===== config.mk =====
export PLATFORM = sky130hd
export DESIGN_NAME = cpu_debug_controller_flat
export DESIGN_NICKNAME = d
export VERILOG_FILES = /design/src/rtl/cpu_debug_controller_if.sv /design/src/rtl/cpu_debug_controller.sv /design/src/flat_wrapper.sv
export SDC_FILE = /design/constraint.sdc
export NUM_CORES = 1
export LEC_CHECK = 0
export ABC_CLOCK_PERIOD_IN_PS = 2790
export CORE_ASPECT_RATIO = 1.25
export CORE_MARGIN = 2
export CORE_UTILIZATION = 49
export CTS_CLUSTER_SIZE = 14
export DETAILED_ROUTE_END_ITERATION = 6
export PLACE_DENSITY = 0.82
export SLEW_MARGIN = 20
export SYNTH_ARGS = -nofsm -noshare
export SYNTH_HDL_FRONTEND = slang
export SYNTH_SLANG_ARGS = --single-unit

===== constraint.sdc =====
create_clock -name clk -period 2.79 [get_ports clk]
set_input_delay 0.837 -clock clk [delete_from_list [all_inputs] [get_ports clk]]
set_output_delay 0.837 -clock clk [all_outputs]
set_load 0.005 [all_outputs]

===== src/rtl/cpu_debug_controller_if.sv =====
// Handshake and control bundle between the debug host side and the
// cpu_debug_controller sequencer.
interface cpu_debug_controller_if #(
   parameter int unsigned COUNT_W = 15
);
   logic               byte_valid;
   logic [7:0]         byte_data;
   logic               byte_ready;
   logic               load_start;
   logic [COUNT_W-1:0] load_word_count;
   logic               run_cmd;
   logic               step_cmd;
   logic               halt_cmd;
   logic               fault;
   logic               instruction_write;
   logic [31:0]        instruction_in;
   logic               debug_enable;
   logic               cpu_rst;
   logic               fault_latched;
   logic [COUNT_W-1:0] words_loaded;
   logic [2:0]         state;

   modport master (
      output byte_valid, byte_data, load_start, load_word_count,
             run_cmd, step_cmd, halt_cmd, fault,
      input  byte_ready, instruction_write, instruction_in, debug_enable,
             cpu_rst, fault_latched, words_loaded, state
   );

   modport slave (
      input  byte_valid, byte_data, load_start, load_word_count,
             run_cmd, step_cmd, halt_cmd, fault,
      output byte_ready, instruction_write, instruction_in, debug_enable,
             cpu_rst, fault_latched, words_loaded, state
   );
endinterface


===== src/rtl/cpu_debug_controller.sv =====
// Front-end sequencer for the RV32 core: loads a program from a byte
// stream into instruction memory, and controls run / halt / single-step
// of the core, halting on a data-access fault.
module cpu_debug_controller #(
   parameter int unsigned COUNT_W = 15
) (
   input logic                   clk,
   input logic                   rst,
   cpu_debug_controller_if.slave bus
);

   typedef enum logic [2:0] {
      IDLE   = 3'd0,
      LOAD   = 3'd1,
      WRITE  = 3'd2,
      PRERUN = 3'd3,
      RUN    = 3'd4,
      STEP   = 3'd5,
      HALT   = 3'd6
   } state_t;

   state_t             state_q, state_d;
   logic [COUNT_W-1:0] count_q;
   logic [COUNT_W-1:0] loaded_q;
   logic [COUNT_W-1:0] loaded_inc;
   logic [1:0]         byte_idx_q;
   logic [31:0]        word_q;
   logic               fault_q;

   logic load_acc, byte_xfer, fault_hit;
   logic run_w, step_w, load_w;

   // Only the highest-priority command of a cycle survives; fault and
   // halt are handled directly in the states where they matter.
   assign run_w  = bus.run_cmd  & ~bus.halt_cmd;
   assign step_w = bus.step_cmd & ~bus.halt_cmd & ~bus.run_cmd;
   assign load_w = bus.load_start & ~bus.halt_cmd & ~bus.run_cmd & ~bus.step_cmd
                   & (|bus.load_word_count);

   // Word counter saturates at the latched target count.
   assign loaded_inc = (loaded_q == count_q) ? loaded_q : loaded_q + COUNT_W'(1);

   // State register.
   always_ff @(posedge clk) begin
      if (rst) state_q <= IDLE;
      else     state_q <= state_d;
   end

   // Next-state decode and datapath enables.
   always_comb begin
      state_d   = state_q;
      load_acc  = 1'b0;
      byte_xfer = 1'b0;
      fault_hit = 1'b0;
      case (state_q)
         IDLE: begin
            if (run_w) begin
               state_d = PRERUN;
            end else if (load_w) begin
               state_d  = LOAD;
               load_acc = 1'b1;
            end
         end
         LOAD: begin
            if (bus.halt_cmd) begin
               state_d = IDLE;
            end else if (bus.byte_valid) begin
               byte_xfer = 1'b1;
               if (byte_idx_q == 2'd3) state_d = WRITE;
            end
         end
         WRITE: begin
            if (bus.halt_cmd || (loaded_inc == count_q)) state_d = IDLE;
            else                                          state_d = LOAD;
         end
         PRERUN: state_d = RUN;
         RUN: begin
            if (bus.fault || bus.halt_cmd) begin
               state_d   = HALT;
               fault_hit = bus.fault;
            end
         end
         STEP: begin
            state_d   = HALT;
            fault_hit = bus.fault;
         end
         HALT: begin
            if (run_w) begin
               state_d = RUN;
            end else if (step_w) begin
               state_d = STEP;
            end else if (load_w) begin
               state_d  = LOAD;
               load_acc = 1'b1;
            end
         end
         default: state_d = IDLE;
      endcase
   end

   // Load datapath: count latch, byte packing, word counter, fault flag.
   always_ff @(posedge clk) begin
      if (rst) begin
         count_q    <= '0;
         loaded_q   <= '0;
         byte_idx_q <= '0;
         word_q     <= '0;
         fault_q    <= 1'b0;
      end else begin
         if (load_acc) begin
            count_q    <= bus.load_word_count;
            loaded_q   <= '0;
            byte_idx_q <= '0;
            fault_q    <= 1'b0;
         end
         if (byte_xfer) begin
            word_q[{byte_idx_q, 3'b000} +: 8] <= bus.byte_data;
            byte_idx_q                        <= byte_idx_q + 2'd1;
         end
         if (state_q == WRITE) loaded_q <= loaded_inc;
         if ((state_q == LOAD) && bus.halt_cmd) byte_idx_q <= '0;
         if (fault_hit) fault_q <= 1'b1;
      end
   end

   assign bus.byte_ready        = (state_q == LOAD);
   assign bus.instruction_write = (state_q == WRITE);
   assign bus.cpu_rst           = (state_q == LOAD) || (state_q == WRITE) || (state_q == PRERUN);
   assign bus.debug_enable      = (state_q == RUN) || (state_q == STEP);
   assign bus.instruction_in    = word_q;
   assign bus.fault_latched     = fault_q;
   assign bus.words_loaded      = loaded_q;
   assign bus.state             = state_q;

endmodule


===== src/flat_wrapper.sv =====
// flat-port wrapper written by rule: the top's interface ports become plain ports
module cpu_debug_controller_flat 
#(
   parameter int unsigned COUNT_W = 15
)
  (clk, rst, bus_byte_valid, bus_byte_data, bus_load_start, bus_load_word_count, bus_run_cmd, bus_step_cmd, bus_halt_cmd, bus_fault, bus_byte_ready, bus_instruction_write, bus_instruction_in, bus_debug_enable, bus_cpu_rst, bus_fault_latched, bus_words_loaded, bus_state);
  cpu_debug_controller_if #(.COUNT_W(COUNT_W)) bus_i ();
  input logic clk;
  input logic rst;
  input wire logic [$bits(bus_i.byte_valid)-1:0] bus_byte_valid;
  input wire logic [$bits(bus_i.byte_data)-1:0] bus_byte_data;
  input wire logic [$bits(bus_i.load_start)-1:0] bus_load_start;
  input wire logic [$bits(bus_i.load_word_count)-1:0] bus_load_word_count;
  input wire logic [$bits(bus_i.run_cmd)-1:0] bus_run_cmd;
  input wire logic [$bits(bus_i.step_cmd)-1:0] bus_step_cmd;
  input wire logic [$bits(bus_i.halt_cmd)-1:0] bus_halt_cmd;
  input wire logic [$bits(bus_i.fault)-1:0] bus_fault;
  output wire logic [$bits(bus_i.byte_ready)-1:0] bus_byte_ready;
  output wire logic [$bits(bus_i.instruction_write)-1:0] bus_instruction_write;
  output wire logic [$bits(bus_i.instruction_in)-1:0] bus_instruction_in;
  output wire logic [$bits(bus_i.debug_enable)-1:0] bus_debug_enable;
  output wire logic [$bits(bus_i.cpu_rst)-1:0] bus_cpu_rst;
  output wire logic [$bits(bus_i.fault_latched)-1:0] bus_fault_latched;
  output wire logic [$bits(bus_i.words_loaded)-1:0] bus_words_loaded;
  output wire logic [$bits(bus_i.state)-1:0] bus_state;
  assign bus_i.byte_valid = bus_byte_valid;
  assign bus_i.byte_data = bus_byte_data;
  assign bus_i.load_start = bus_load_start;
  assign bus_i.load_word_count = bus_load_word_count;
  assign bus_i.run_cmd = bus_run_cmd;
  assign bus_i.step_cmd = bus_step_cmd;
  assign bus_i.halt_cmd = bus_halt_cmd;
  assign bus_i.fault = bus_fault;
  assign bus_byte_ready = bus_i.byte_ready;
  assign bus_instruction_write = bus_i.instruction_write;
  assign bus_instruction_in = bus_i.instruction_in;
  assign bus_debug_enable = bus_i.debug_enable;
  assign bus_cpu_rst = bus_i.cpu_rst;
  assign bus_fault_latched = bus_i.fault_latched;
  assign bus_words_loaded = bus_i.words_loaded;
  assign bus_state = bus_i.state;
  cpu_debug_controller #(.COUNT_W(COUNT_W)) u_core (.clk(clk), .rst(rst), .bus(bus_i));
endmodule

# == Yosys cells after proc, flatten, opt, wreduce, memory -nomap -nowiden ==
# Cells that the tools add are included.
# Widths: inputs -> output; s select.
# word_totals
ramBits,0
mem_count,0
wordCells,74
output_inout_bits,55
rom_bits,0
latch_bits,0
input_bits,31
ff_bits,68
# classes
n_eq_ne,12
order_cmp,0
n_mux,28
n_bitwise,10
add_sub_neg,3
div,0
n_reduce_logical,13
shift,2
mul,0
# op_table
cell,n
$mux 15,3
$bwmux 32,1
$shift 8x7->32 const A,1
$shiftx 8x7->32,1
$eq 15x15->1,2
$mux 3,8
$pmux 3 s7,1
$add 15x1->15 const B,1
$reduce_or 15->1,1
$mux 1,11
$eq 3x3->1 const B,3
$and 1x1->1,7
$neg 5->7,1
$eq 3x2->1 const B,2
$reduce_bool 2->1,3
$logic_or 1x1->1,5
$mux 2,2
$pmux 1 s2,2
$eq 3x1->1 const B,1
$logic_not 3->1,1
$ne 3x2->1 const B,1
$ne 3x3->1 const B,1
$not 1->1,3
$reduce_and 3->1,1
other kinds (5),5

# == Depth between registers and ports, before layout ==
# depth
word_depth,11
mapped_depth,10

# == Worst setup path before layout ==
# OpenSTA, ideal clock, no wires.
# synth_timing
path_type,register -> register
startpoint,"reg u_core.loaded_q[6], in the netlist u_core.bus.words_loaded[6]"
endpoint,"reg u_core.state_q[0], in the netlist u_core.bus.state[0]"
stages_incl_launch_ff,10
arrival_time_ps,2372
n_path_buf,2
setup_slack_ps,284
setup_time_ps,134
synth_period_minus_slack_ps,2506
required_time_ps,2656
path_cell_list,dfxtp_1 > xor2_1 > or4_4 > or4_4 > buf_6 > and2_4 > buf_6 > o31a_1 > a211oi_1 > a311oi_1
# synth_via
elab_chain_len,6
word_cells_on_any_way,7
classes_between,1 x add/sub; 2 x eq/ne; 3 x mux; 1 x reduce/logical
# synth_lines
element,line_no,rtl
from (decl),cpu_debug_controller.sv:24,logic [COUNT_W-1:0] loaded_q;
from (signal assigned),cpu_debug_controller.sv:120,if (state_q == WRITE) loaded_q <= loaded_inc;
$add 15x1->15 or $eq 15x15->1 (tied branches),cpu_debug_controller.sv:41,assign loaded_inc = (loaded_q == count_q) ? loaded_q : loaded_q + COUNT_W'(1);
$mux 15 (*),cpu_debug_controller.sv:41,
$eq 15x15->1 (*),cpu_debug_controller.sv:73,if (bus.halt_cmd || (loaded_inc == count_q)) state_d = IDLE;
$logic_or 1x1->1 (*),cpu_debug_controller.sv:73,
$mux 1 (*),cpu_debug_controller.sv:73,
$pmux 3 s7 (*),cpu_debug_controller.sv:55,case (state_q)
to (signal assigned),cpu_debug_controller.sv:46,else state_q <= state_d;
to (decl),cpu_debug_controller.sv:22,"state_t state_q, state_d;"
# Mark *: on every way between the ends. The rest lies on a longest branch, timed or not.
# A chain may end at the register's enable or synchronous reset.

# == Final worst setup path ==
# layout_timing
startpoint,"reg u_core.state_q[0], in the netlist u_core.bus.state[0]"
endpoint,out bus_byte_ready
# layout_via
elab_chain_len,1
# layout_lines
element,line_no,rtl
$eq 3x1->1,cpu_debug_controller.sv:126,assign bus.byte_ready = (state_q == LOAD);
to (decl),flat_wrapper.sv:18,output wire logic [$bits(bus_i.byte_ready)-1:0] bus_byte_ready;
# Every way passes these cells.

==> out/results.txt <==
The relative slew slack came out at 0.4962. Synthesis produced a netlist with a net count of 468. The total area inside the core boundary comes to 6892 µm².

The transition time of the tightest slew-check pin is 0.7499 ns, and the vias after detailed routing is 3,689. On the critical path, the stage with the largest delay is an instance of sky130_fd_sc_hd__clkdlybuf4s50_1. STA puts the critical path data required time at 1.95 ns. Number of clock sinks seen by CTS: 68. The final clock skew is 0.01165 ns. IR analysis of the VDD net gives a maximum drop of 371.6 µV. TritonCTS built the clock tree. The initial antenna violation count was 0; the time the worst path needs with I/O delays and setup was 2.685 ns. Clock tree synthesis selected as its root buffer the cell sky130_fd_sc_hd__clkbuf_8.

Walking the worst path, the cells encountered are inv_1, nor3_2, clkdlybuf4s50_1. The setup-violating endpoint count in the final report came out at 0. In this run the critical register-to-register path is launched from u_core.count_q[3]$_SDFFE_PP0P_.

In this run the tool buffered the top-level ports with 85 buffer cells. The register bit count reported by yosys is 68, and the max-cap check violation count is 0. The area enclosed by the die boundary came out at 7713 µm². The worst hold path belongs to the class reg2reg. Origin of the worst min-delay path: u_core.bus.instruction_in[16]$_SDFFE_PP0P_.

Entering global routing, the biggest net connects 26 pins. Origin of the worst setup path: u_core.bus.state[0]$_SDFFE_PP0P_. After clock tree synthesis, the clock-pin slew on the worst setup and hold paths is 0.08 ns.

The first global-routing pass estimated 17,340 µm of wire. The total count of max-transition violations in the final report is 0, and the count of cell types in the netlist is 49. In this run the deepest clock path goes through 2 buffers. The number of setup buffers added after CTS is 0.

The number of ports placed on the die boundary is 86. Counting every instance in the synthesized netlist gives 430. The via count of the first global-routing pass was 3,705. The leakage power total was 1.849 nW; the overall routed net length was 10,420 µm. The count of nets left with antenna violations once routing finished came out at 0.

The run gives 0.3956 as the fraction of the yosys area taken by sequential cells. For the worst-skew pair, the clock arrives at the later sink with an insertion delay of 0.35 ns. The logs give 0 for the aggregate global routing overflow and 0 for the final number of hold-violating endpoints. Together, buffers and inverters on the worst path number 2. In this run the cell area of the synthesized design comes to 3441 µm².

The flow ran to the end, and the final reports show no timing, DRC or antenna violations. Setup total negative slack on the finished layout was measured at 0 ns. The initialized floorplan defines 34 standard-cell rows. The top cell family by delay on the critical path was buffers and inverters.

The share of the cycle needed by the critical path after routing is 0.9622, and the utilization after layout is 0.6934. Based on the critical path, the design can be clocked at up to 0.3725 GHz. In this run the worst path has a maximum fanout of 9. The total routing resource utilization after global routing is 0.2815.

Power spread over the standard cell area amounts to 486.4 nW/µm². The async set-reset flop share out of synthesis was 0. The vias per cell is 5.893, and the mean routed wirelength per cell is 16.64 µm.

The worst setup path is captured at an output port. The first-pass iteration count of the detailed router came out at 5. For the clock buffer count from CTS, the log shows 9. The die is 78.95 µm wide.

The congestion estimate from routability-driven global placement came to 0.9654. The first routing iteration left 196 violations. The layout cell share with drive strength beyond 1 is 0.1082, and the initial core utilization is 0.4993. The signal arrival time at the worst endpoint is 1.85 ns, and the vertical extent of the die is 97.69 µm.

The H-tree generated during clock tree synthesis spans 3 levels. The post-synthesis average cell area works out to 8.002 µm². Critical path class: reg2out. The synthesis-to-finish area growth is 38.87%.

Setup repair after global routing left no endpoint under its margin. The maximum cell stage delay along the critical path is 0.56 ns, and the half-perimeter wire length of the detailed placement result is 7681 µm. The tools report the launching element type of the critical path as a flip-flop. Among all flip-flop cells after synthesis, the most frequent one is sky130_fd_sc_hd__dfxtp_1. The number of enable-type register cells in the synthesized netlist is 0, and the number of diodes added for antenna fixing is 0. The Yosys step of the flow raised 0 warnings. After detailed routing, the number of remaining DRC violations is 0. Number of nets in the final layout: 569.
## cell usage in the layout (no fill, tap or decap), types with 3 or more instances in the layout
cell                              instances
sky130_fd_sc_hd__nor3_1                   7
sky130_fd_sc_hd__a21oi_1                 50
sky130_fd_sc_hd__nor2_1                  34
sky130_fd_sc_hd__nand4_1                  9
sky130_fd_sc_hd__xnor2_1                 11
sky130_fd_sc_hd__clkdlybuf4s50_1         84
sky130_fd_sc_hd__and3_1                  10
sky130_fd_sc_hd__inv_1                    5
sky130_fd_sc_hd__or3_1                    3
sky130_fd_sc_hd__a31oi_1                  4
sky130_fd_sc_hd__mux2i_1                 15
sky130_fd_sc_hd__dfxtp_1                 68
sky130_fd_sc_hd__ha_1                     7
sky130_fd_sc_hd__nor4_1                   8
sky130_fd_sc_hd__nand3_1                 39
sky130_fd_sc_hd__and4_1                   3
sky130_fd_sc_hd__o21ai_0                 14
sky130_fd_sc_hd__nand2_1                 60
sky130_fd_sc_hd__buf_4                   31
sky130_fd_sc_hd__bufinv_16                3
sky130_fd_sc_hd__clkbuf_8                 9
sky130_fd_sc_hd__a311oi_1                 3
sky130_fd_sc_hd__xor2_1                  10
sky130_fd_sc_hd__nor3b_1                  4
sky130_fd_sc_hd__a211oi_1                 3
## stage by stage
stage                     setup slack [ns]  power (mW)  cells  instance area, µm²  hold WS, ns
after global routing               0.02022       2.401    626                4778       0.4795
final                               0.1054       2.324    626                4778       0.4548
after floorplan                     0.2840       1.182    430                3441       0.4483
after detailed placement          -0.06383       1.321    610                4526       0.4458
after CTS                           0.1136       2.323    626                4778       0.4560
after global placement            -0.03497       1.316    610                4526       0.4402
## cell usage after synthesis, types with 3 or more instances
cell type | number | area share
sky130_fd_sc_hd__nor3b_1 | 4 | 0.0087
sky130_fd_sc_hd__xor2_1 | 10 | 0.025
sky130_fd_sc_hd__a211oi_1 | 3 | 0.0065
sky130_fd_sc_hd__o21ai_0 | 14 | 0.020
sky130_fd_sc_hd__nor4_1 | 8 | 0.015
sky130_fd_sc_hd__mux2i_1 | 15 | 0.044
sky130_fd_sc_hd__or3_1 | 3 | 0.0055
sky130_fd_sc_hd__nor2_1 | 34 | 0.037
sky130_fd_sc_hd__nor3_1 | 8 | 0.012
sky130_fd_sc_hd__and4_1 | 3 | 0.0076
sky130_fd_sc_hd__clkbuf_1 | 23 | 0.025
sky130_fd_sc_hd__a31oi_1 | 4 | 0.0073
sky130_fd_sc_hd__and3_1 | 10 | 0.018
sky130_fd_sc_hd__nand3_1 | 39 | 0.057
sky130_fd_sc_hd__a311oi_1 | 3 | 0.0076
sky130_fd_sc_hd__inv_1 | 5 | 0.0055
sky130_fd_sc_hd__a21oi_1 | 50 | 0.073
sky130_fd_sc_hd__nand2_1 | 60 | 0.065
sky130_fd_sc_hd__xnor2_1 | 11 | 0.028
sky130_fd_sc_hd__nand4_1 | 9 | 0.016
sky130_fd_sc_hd__dfxtp_1 | 68 | 0.40
sky130_fd_sc_hd__ha_1 | 7 | 0.025
## area by class of cell
cell class              instances  area, µm²
clock buffers                   9      123.9
multi-input cells             331       1959
well taps                      90      112.6
repair buffers                116       1079
inverters                       5      18.77
fillers                       561       2113
clock inverters                 7      123.9
flip-flops and latches         68       1361
## worst paths after layout
kind	end	slack (ns)	depth (start not counted)
worst min-delay path	u_core.bus.instruction_in[16]$_SDFFE_PP0P_	0.45	2
worst max register to register	u_core.bus.state[0]$_SDFFE_PP0P_	0.15	7
worst max-delay path	bus_byte_ready	0.11	3
worst min register to register	u_core.bus.instruction_in[16]$_SDFFE_PP0P_	0.45	2
## cells by family after synthesis
kind of cell / count (synthesis) / synth area share
AOI/OAI and AO/OA: 93 / 0.1604
xor gates and xnor gates: 21 / 0.05345
adders and majority gates: 7 / 0.02545
buffers and inverters: 31 / 0.03818
DFF: 68 / 0.3956
muxes: 16 / 0.04691
and+or+nand+nor: 194 / 0.2800
## repair_timing
item                       CTS  global route
gates resized for setup      1             0
setup endpoints to repair    1             0
hold buffers                 0             0
## worst register-to-register path: stages (launching register included)
cell and delay (ns):
sky130_fd_sc_hd__dfxtp_1 0.32, sky130_fd_sc_hd__xor2_1 0.20, sky130_fd_sc_hd__or4_4 0.54, sky130_fd_sc_hd__or4_4 0.61, sky130_fd_sc_hd__a41oi_1 0.23, sky130_fd_sc_hd__o21ai_0 0.13, sky130_fd_sc_hd__nor4_1 0.34, sky130_fd_sc_hd__a311oi_1 0.14
## flip-flops by register name, indices dropped and copies added (netlist names)
register,flops
u_core.bus.instruction_in,32
u_core.bus.words_loaded,15
u_core.count_q,15
u_core.bus.state,3
u_core.byte_idx_q,2
u_core.bus.fault_latched,1
## report_power, final
part / internal (mW) / switching (mW) / leakage, nW
clock: 0.600 / 0.415 / 0.120
sequential: 0.983 / 0.0202 / 0.548
combinational: 0.145 / 0.162 / 1.18
total: 1.73 / 0.597 / 1.85
## per-layer routing
metal  routed length, µm  track usage  up-vias
li1                    -            -     1748
met1                3969       0.3238     1705
met2                5354       0.4990      199
met3                 720      0.05204       37
met4                 372       0.1260        0
met5                   0            0        -
(Power assumes the default switching activity.)
